<file path="config.mk">
export PLATFORM = sky130hd
export DESIGN_NAME = serial_adder
export DESIGN_NICKNAME = d
export VERILOG_FILES = /design/src/rtl/serial_adder.sv
export SDC_FILE = /design/constraint.sdc
export NUM_CORES = 1
export LEC_CHECK = 0
export CORE_ASPECT_RATIO = 0.5
export CORE_UTILIZATION = 35
export CTS_CLUSTER_DIAMETER = 150
export DETAILED_ROUTE_END_ITERATION = 6
export SLEW_MARGIN = 40
export SYNTH_ARGS = -nofsm -noshare
export SYNTH_HDL_FRONTEND = slang
export SYNTH_HIERARCHICAL = 1
export SYNTH_SLANG_ARGS = --single-unit
export TNS_END_PERCENT = 100
</file>
<file path="constraint.sdc">
create_clock -name clk -period 1.9 [get_ports clk]
set_clock_uncertainty 0.15 [all_clocks]
set_input_delay 0.285 -clock clk [delete_from_list [all_inputs] [get_ports clk]]
set_output_delay 0.285 -clock clk [all_outputs]
set_load 0.01 [all_outputs]
</file>
<file path="src/rtl/serial_adder.sv">
// ============================================================================
//  Module   : serial_adder (with half_adder cell)
//  Brief    : Bit-serial WIDTH-bit adder, LSB first, registered carry.
//  Revision : 1.0 - initial release
// ============================================================================
`default_nettype none

module half_adder (
    input  logic a,
    input  logic b,
    output logic sum,
    output logic carry
);
    assign sum   = a ^ b;
    assign carry = a & b;
endmodule

module serial_adder #(
    parameter int WIDTH = 8
) (
    input  logic             clk,
    input  logic             rst,
    input  logic             start,
    input  logic [WIDTH-1:0] a,
    input  logic [WIDTH-1:0] b,
    output logic             busy,
    output logic             done,
    output logic [WIDTH-1:0] sum,
    output logic             cout
);
    localparam int                  c_CNT_W = $clog2(WIDTH);
    localparam logic [c_CNT_W-1:0]  c_LAST  = c_CNT_W'(WIDTH - 1);

    typedef enum logic [1:0] {
        S_IDLE = 2'd0,
        S_ADD  = 2'd1,
        S_DONE = 2'd2
    } state_t;

    state_t             r_state_q,   w_state_d;
    logic [WIDTH-1:0]   r_shift_a_q, w_shift_a_d;
    logic [WIDTH-1:0]   r_shift_b_q, w_shift_b_d;
    logic [WIDTH-2:0]   r_acc_q,     w_acc_d;
    logic [c_CNT_W-1:0] r_cnt_q,     w_cnt_d;
    logic               r_carry_q,   w_carry_d;
    logic [WIDTH-1:0]   r_sum_q,     w_sum_d;
    logic               r_cout_q,    w_cout_d;

    logic               w_ha0_sum, w_ha0_carry, w_ha1_carry;
    logic               w_bit_sum, w_bit_carry;
    logic [WIDTH-2:0]   w_acc_shift;

    // Full adder from two half adders; carry-out is the OR of both carries.
    half_adder u_ha0 (
        .a     (r_shift_a_q[0]),
        .b     (r_shift_b_q[0]),
        .sum   (w_ha0_sum),
        .carry (w_ha0_carry)
    );

    half_adder u_ha1 (
        .a     (w_ha0_sum),
        .b     (r_carry_q),
        .sum   (w_bit_sum),
        .carry (w_ha1_carry)
    );

    assign w_bit_carry = w_ha0_carry | w_ha1_carry;

    // Accumulator keeps only the first WIDTH-1 bits; the last bit joins at the final edge.
    generate
        if (WIDTH > 2) begin : g_acc_wide
            assign w_acc_shift = {w_bit_sum, r_acc_q[WIDTH-2:1]};
        end else begin : g_acc_narrow
            assign w_acc_shift = w_bit_sum;
        end
    endgenerate

    always_comb begin
        w_state_d   = r_state_q;
        w_shift_a_d = r_shift_a_q;
        w_shift_b_d = r_shift_b_q;
        w_acc_d     = r_acc_q;
        w_cnt_d     = r_cnt_q;
        w_carry_d   = r_carry_q;
        w_sum_d     = r_sum_q;
        w_cout_d    = r_cout_q;

        case (r_state_q)
            S_IDLE, S_DONE: begin
                if (start) begin
                    w_state_d   = S_ADD;
                    w_shift_a_d = a;
                    w_shift_b_d = b;
                    w_carry_d   = 1'b0;
                    w_cnt_d     = '0;
                end else begin
                    w_state_d   = S_IDLE;
                end
            end
            S_ADD: begin
                w_shift_a_d = {1'b0, r_shift_a_q[WIDTH-1:1]};
                w_shift_b_d = {1'b0, r_shift_b_q[WIDTH-1:1]};
                w_carry_d   = w_bit_carry;
                w_acc_d     = w_acc_shift;
                if (r_cnt_q == c_LAST) begin
                    w_sum_d   = {w_bit_sum, r_acc_q};
                    w_cout_d  = w_bit_carry;
                    w_cnt_d   = '0;
                    w_state_d = S_DONE;
                end else begin
                    w_cnt_d   = r_cnt_q + c_CNT_W'(1);
                end
            end
            default: begin
                w_state_d = S_IDLE;
            end
        endcase
    end

    always_ff @(posedge clk) begin
        if (rst) begin
            r_state_q   <= S_IDLE;
            r_shift_a_q <= '0;
            r_shift_b_q <= '0;
            r_acc_q     <= '0;
            r_cnt_q     <= '0;
            r_carry_q   <= 1'b0;
            r_sum_q     <= '0;
            r_cout_q    <= 1'b0;
        end else begin
            r_state_q   <= w_state_d;
            r_shift_a_q <= w_shift_a_d;
            r_shift_b_q <= w_shift_b_d;
            r_acc_q     <= w_acc_d;
            r_cnt_q     <= w_cnt_d;
            r_carry_q   <= w_carry_d;
            r_sum_q     <= w_sum_d;
            r_cout_q    <= w_cout_d;
        end
    end

    assign busy = (r_state_q == S_ADD);
    assign done = (r_state_q == S_DONE);
    assign sum  = r_sum_q;
    assign cout = r_cout_q;

endmodule

`default_nettype wire

</file>
==> results of run 1 <==
[sequential cells by signal, indices dropped and copies added (netlist names)]
signal	count
r_shift_b_q	8
r_acc_q	7
cout	1
sum	8
r_carry_q	1
r_cnt_q	3
r_shift_a_q	8
r_state_q	2
[final cells by class]
type	instances	area [µm²]
Clock buffer	6	82.6
Clock inverter	2	60.1
Fill cell	411	2040
Inverter	1	3.75
Multi-Input combinational cell	134	679
Sequential cell	38	762
Tap cell	54	67.6
Timing Repair Buffer	36	368
[worst max path at each step]
stage | startpoint | to | depth (start not counted)
2_1_floorplan | r_cnt_q[0] | cout | 5
3_3_place_gp | start | r_shift_b_q[1] | 5
3_5_place_dp | start | r_shift_b_q[2] | 5
4_1_cts | r_state_q[0] | busy | 3
5_1_grt | r_state_q[1] | busy | 3
6_report | r_state_q[1] | busy | 3
[power breakdown]
group	total [mW]	internal, mW	switching, mW
registers	0.857	0.835	0.0220
logic	0.194	0.0923	0.102
clock network	0.847	0.560	0.286
total	1.90	1.49	0.410
[cells by family after synthesis]
logic type,count (synthesis),share of synthesized area (%)
compound gates,38,15.9
fa+ha+maj,4,3.23
buf+inv,17,7.03
flops,38,49.1
simple gates,92,24.7
[cell usage in the layout (no fill, tap or decap), types with 2 or more instances in the layout]
cell type and instances:
a311oi_1 14, nand3_1 13, clkbuf_8 6, bufinv_16 2
nor3_1 2, nor2_1 17, nand2b_1 2, nand2_1 54
dfxtp_1 37, clkdlybuf4s50_1 29, a21oi_1 21, buf_4 5
ha_1 4, buf_12 2, nor2b_1 2
[what timing repair did]
action,in CTS,in global routing
endpoints found under the setup margin,0,1
gates resized for setup,0,1
hold buffers,0,0
[worst max-delay path, cell delays in order (launching register included)]
cell,delay (ps)
dfxtp_1,330
nand2b_1,170
inv_2,60
clkdlybuf4s50_1,530
[routing by layer]
metal | vias to the layer above | global-route usage, % | wire [µm]
li1 | 693 | - | -
met1 | 613 | 20.0 | 1600
met2 | 26 | 22.7 | 1300
met3 | 5 | 4.67 | 126
met4 | 0 | 7.46 | 49
met5 | - | 0 | 0
[stage by stage]
stage          total power, mW  setup WS, ps
2_1_floorplan             1.00           527
3_3_place_gp              1.07           234
3_5_place_dp              1.07           196
4_1_cts                   1.92          37.5
5_1_grt                   1.99          2.46
6_report                  1.90          77.5
==> impl_metrics.tcl, run 1 <==
set metrics [dict create \
    run_status "completed" \
    postSynthCellCount 189 \
    stdcell_area_um2 2020 \
    synth-edff-count 0 \
    number_of_antenna_violating_nets_in_the_routed_design 0 \
    clock_tree_buf_depth 2 \
    cts_h_tree_depth 2 \
    slew-limit-headroom_pct 73.6 \
    yosysWarningCount 6 \
    power_density_nw_per_um2 938 \
    design.final.nets 239 \
    mappedNetlistNets 212 \
    leakagePower_nw 0.744 \
    grt_pass1_wl_um 5400 \
    maxClockFrequency_mhz 549 \
    dp.cells 263 \
    netlist_top_cells_count "nand2_1, dfxtp_1, a21oi_1, nor2_1, a311oi_1" \
    drive_gt1_share_pct 7.83 \
    yosys.cell_count.top_type "nand2_1" \
    syn_area_um2 1550 \
    grt_remaining_overflow 0 \
    report.final.hold_viol_count 0 \
    tritoncts_clock_tree "yes" \
    cts-buffers-inserted 5 \
    vdd_drop_max_uv 330 \
    finalWorstPathRequiredPeriod_ps 1820 \
    hold_path_startpoint "sum[6]" \
    layout_worst_path_cycle_share_pct 95.9 \
    floorplan.initialDensity_pct 38.1 \
    die_area_um2 4710 \
    clk_pin_slew_ps 80 \
    maxCapViolCount 0 \
    rsz0062_at_grt "false" \
    ys.flop_type "dfxtp_1" \
    antenna_cells 0 \
    fp.dieH_um 49.0 \
    detail_route.iter0.violations 83 \
    hold_depth 2 \
    floorplan.rows 16 \
    setup-violations-final 0 \
    timing.critical_path.from_type "register" \
    final_total_negative_setup_slack_ps 0 \
    cts_num_sinks 38 \
    drt-wirelength-per-cell_um 11.3 \
    worst_hold_path_type "reg -> reg" \
    detailroute.via_count 1337 \
    worstReg2RegEnd "r_shift_b_q[3]" \
    rr_worst_depth 4 \
    crit_path_max_fanout 4 \
    coreArea_um2 4060 \
    grtUsageTotal_pct 15.3 \
    grt_max_degree 43 \
    critical_path.endpoint_type "output port" \
    syn_to_final_growth_pct 30.6 \
    postCtsSetupRepairBufs 0 \
    hold_end "sum[6]" \
    worstSetupPathType "reg -> out" \
    finalNonFillerCells 271 \
    fraction_of_synthesized_cell_area_taken_by_the_top_area_cell_type_pct 49.1 \
    ioPinCount 30 \
    synth.ff_latch_count 38 \
    width_of_the_chip_um 96.1 \
    finalCoreUtilization_pct 49.8 \
    antenna_violations_before_repair 0 \
    synth_area_leaders "dfxtp_1, nand2_1, a311oi_1, a21oi_1, nand3_1" \
    grt_pass1_vias 1206 \
    worst-slew-pin-transition_ps 396 \
    synthDistinctLibCells 21 \
    dp_hpwl_um 1930 \
    drt_wl_total_um 3070 \
    r2r_slack_ps 400 \
    syn-mean-instance-area_um2 8.20 \
    drc 0 \
    portBuffers 29 \
    route.detailed.vias_per_inst 4.93 \
    drt_first_pass_iters 4 \
    gp_congestion 0.721 \
    synth.yosys.seq_area_share_pct 49.1 \
    worstPathRequired_ps 1460 \
    max_slew_vio_count 0 \
    synth.largest_area_cell "dfxtp_1" \
    critical_path.reg2reg.startpoint "r_state_q[1]" \
    cts-root-buf "clkbuf_8" \
    placed_cell_area_um2 1880 \
    arrival_ps 1390 \
    worstSkewPairLatency_ps 290 \
    whs_ps 305 \
    synth-async-reset-ratio_pct 0 \
]
(Power assumes the default switching activity.)
==> run 2, diff against run 1 <==
Settings changed: GPL_TIMING_DRIVEN set to 0.
==> run 2 against run 1 <==
First-iteration DRC count shrank 37%. Via count up 3.8%. Critical path type unchanged. Core utilization is 0.52 points lower. Power shrank 8.1%. Largest cell class unchanged. Critical endpoint is now done.
==> impl_metrics.tcl, run 2 (synthesized netlist as in run 1, its figures left out) <==
set metrics [dict create \
    die_area_um2 4710 \
    detail_route.iter0.violations 52 \
    power_density_nw_per_um2 871 \
    seqPwrFrac_pct 49.1 \
    final_total_negative_setup_slack_ps 0 \
    maxClockFrequency_mhz 572 \
    maxCapViolCount 0 \
    width_of_the_chip_um 96.1 \
    leakagePower_nw 0.744 \
    postCtsSetupRepairBufs 0 \
    critical_path.endpoint_type "output port" \
    syn_to_final_growth_pct 29.2 \
    grt_use_met3_pct 4.67 \
    worstSkewPairLatency_ps 290 \
    finalWorstPathRequiredPeriod_ps 1750 \
    vdd_drop_max_uv 299 \
    cp_cell_sequence "nor2b_1 > clkdlybuf4s50_1" \
    antenna_violations_before_repair 0 \
    power.net_switching_mw 0.424 \
    report.final.hold_viol_count 0 \
    arrival_ps 1310 \
    portBuffers 28 \
    worstSetupPathType "reg -> out" \
    critical_path.reg2reg.startpoint "r_cnt_q[0]" \
    layout.cells.most_common "nand2_1" \
    fp.dieH_um 49.0 \
    run_status "completed" \
    antenna_cells 0 \
    startpoint "r_state_q[1]" \
    stdcell_area_um2 2000 \
    gp_congestion 0.721 \
    drt_first_pass_iters 6 \
    hold_path_startpoint "rst" \
    swShare_pct 24.3 \
    cts-root-buf "clkbuf_8" \
    crit_path_max_fanout 4 \
    number_of_antenna_violating_nets_in_the_routed_design 0 \
    slowest_delay_ps 540 \
    critical_path.slowest_cell "clkdlybuf4s50_1" \
    p_clk_share_pct 38.8 \
    setup-violations-final 0 \
    tritoncts_clock_tree "yes" \
    route.detailed.vias_per_inst 4.97 \
    drc 0 \
    clock_tree_buf_depth 2 \
    design.final.nets 247 \
    commonest_cells_after_routing_fill_and_taps_aside "nand2_1, dfxtp_1, clkdlybuf4s50_1" \
    grt_pass1_wl_um 6020 \
    worstPathRequired_ps 1460 \
    comb_power_share_pct 12.0 \
    grtUsageTotal_pct 17.0 \
    clk_pin_slew_ps 80 \
    rsz0062_at_grt "false" \
    critical_path.top_delay_family "buffers and inverters" \
    floorplan.initialDensity_pct 38.1 \
    drt_wl_total_um 3510 \
    grt_most_used_layer "met2" \
    grt_pass1_vias 1300 \
    drive_gt1_share_pct 10.2 \
    dp_hpwl_um 2410 \
    cts-buffers-inserted 5 \
    ioPinCount 30 \
    internal_power_mw 1.32 \
    cts_h_tree_depth 2 \
    met1_usage_pct 22.2 \
    cts_num_sinks 38 \
    grt_max_degree 13 \
    coreArea_um2 4060 \
    placed_cell_area_um2 1900 \
    ctsHoldBuffers 0 \
    gr-usage-met2_pct 26.7 \
    worst-slew-pin-transition_ps 518 \
    floorplan.rows 16 \
    whs_ps 146 \
    slew-limit-headroom_pct 65.4 \
    path_buf_inv 1 \
    max_slew_vio_count 0 \
    detailroute.via_count 1388 \
    drt-wirelength-per-cell_um 12.6 \
    worst_hold_path_type "in -> reg" \
    grt_remaining_overflow 0 \
    timing.critical_path.from_type "register" \
    layout_worst_path_cycle_share_pct 92.1 \
]
==> run 2: cell count changes in the layout (fill, tap and decap cells not counted), sizes merged <==
cell           delta
clkinv            +2
bufinv            -1
clkdlybuf4s50     -2
clkbuf            +2
buf               +7
==> run 2: final cells by class <==
| type | instances | area [µm²] |
|---|---|---|
| buffer | 16 | 105 |
| clock buffer | 5 | 68.8 |
| clock inverter | 3 | 40.0 |
| fill | 425 | 2060 |
| inverter | 1 | 3.75 |
| multi-input combinational | 134 | 679 |
| sequential | 38 | 762 |
| tap | 54 | 67.6 |
| timing repair buffer | 28 | 275 |
==> run 2: power by group through the flow <==
stage	combinational (mW)	clock, mW	sequential, mW
2_1_floorplan	0.136	0	0.869
3_3_place_gp	0.207	0	0.874
3_5_place_dp	0.211	0	0.874
4_1_cts	0.212	0.695	0.856
5_1_grt	0.233	0.734	0.861
6_report	0.210	0.677	0.857
==> run 2: stage by stage <==
stage | std cells | power [mW] | util [%] | worst slack (ps)
6_report | 279 | 1.74 | 49.3 | 151
5_1_grt | 279 | 1.83 | 49.3 | 62.5
4_1_cts | 279 | 1.76 | 49.4 | 12.4
3_5_place_dp | 271 | 1.09 | 46.7 | 55.0
3_3_place_gp | 271 | 1.08 | 46.7 | 60.2
2_1_floorplan | 189 | 1.00 | - | 527
==> run 2: timing repair <==
| item | CTS | global route |
|---|---|---|
| gates cloned | 0 | 0 |
| gates resized for setup | 2 | 2 |
| endpoints found under the hold margin | 0 | 0 |
| pin swaps | 0 | 0 |
| endpoints found under the setup margin | 1 | 1 |
==> run 2: per-layer routing <==
layer / share of wire [%] / vias to the layer above
met5: 0 / -
met4: 1.3 / 0
met3: 5.3 / 5
met2: 44 / 33
met1: 50 / 636
li1: - / 714
==> run 2: path summary, 6_finish.rpt <==
path                                        to  slack, ps  cells after the start
worst max-delay path                      done        150                      2
worst min-delay path            r_shift_b_q[0]        150                      2
worst max register to register            cout        250                      5
worst min register to register          sum[1]        310                      2
==> run 2: worst register-to-register path: stages, from the launching register on <==
cell,delay [ps]
dfxtp_1,360
ha_1,160
ha_1,180
nand3b_1,330
nor3_1,290
nor3_1,70
==> run 3, diff against run 2 <==
Settings changed: CAP_MARGIN set to 10.
==> results of run 3 <==
Final layout, timing and power as in run 2 (identical DEF).
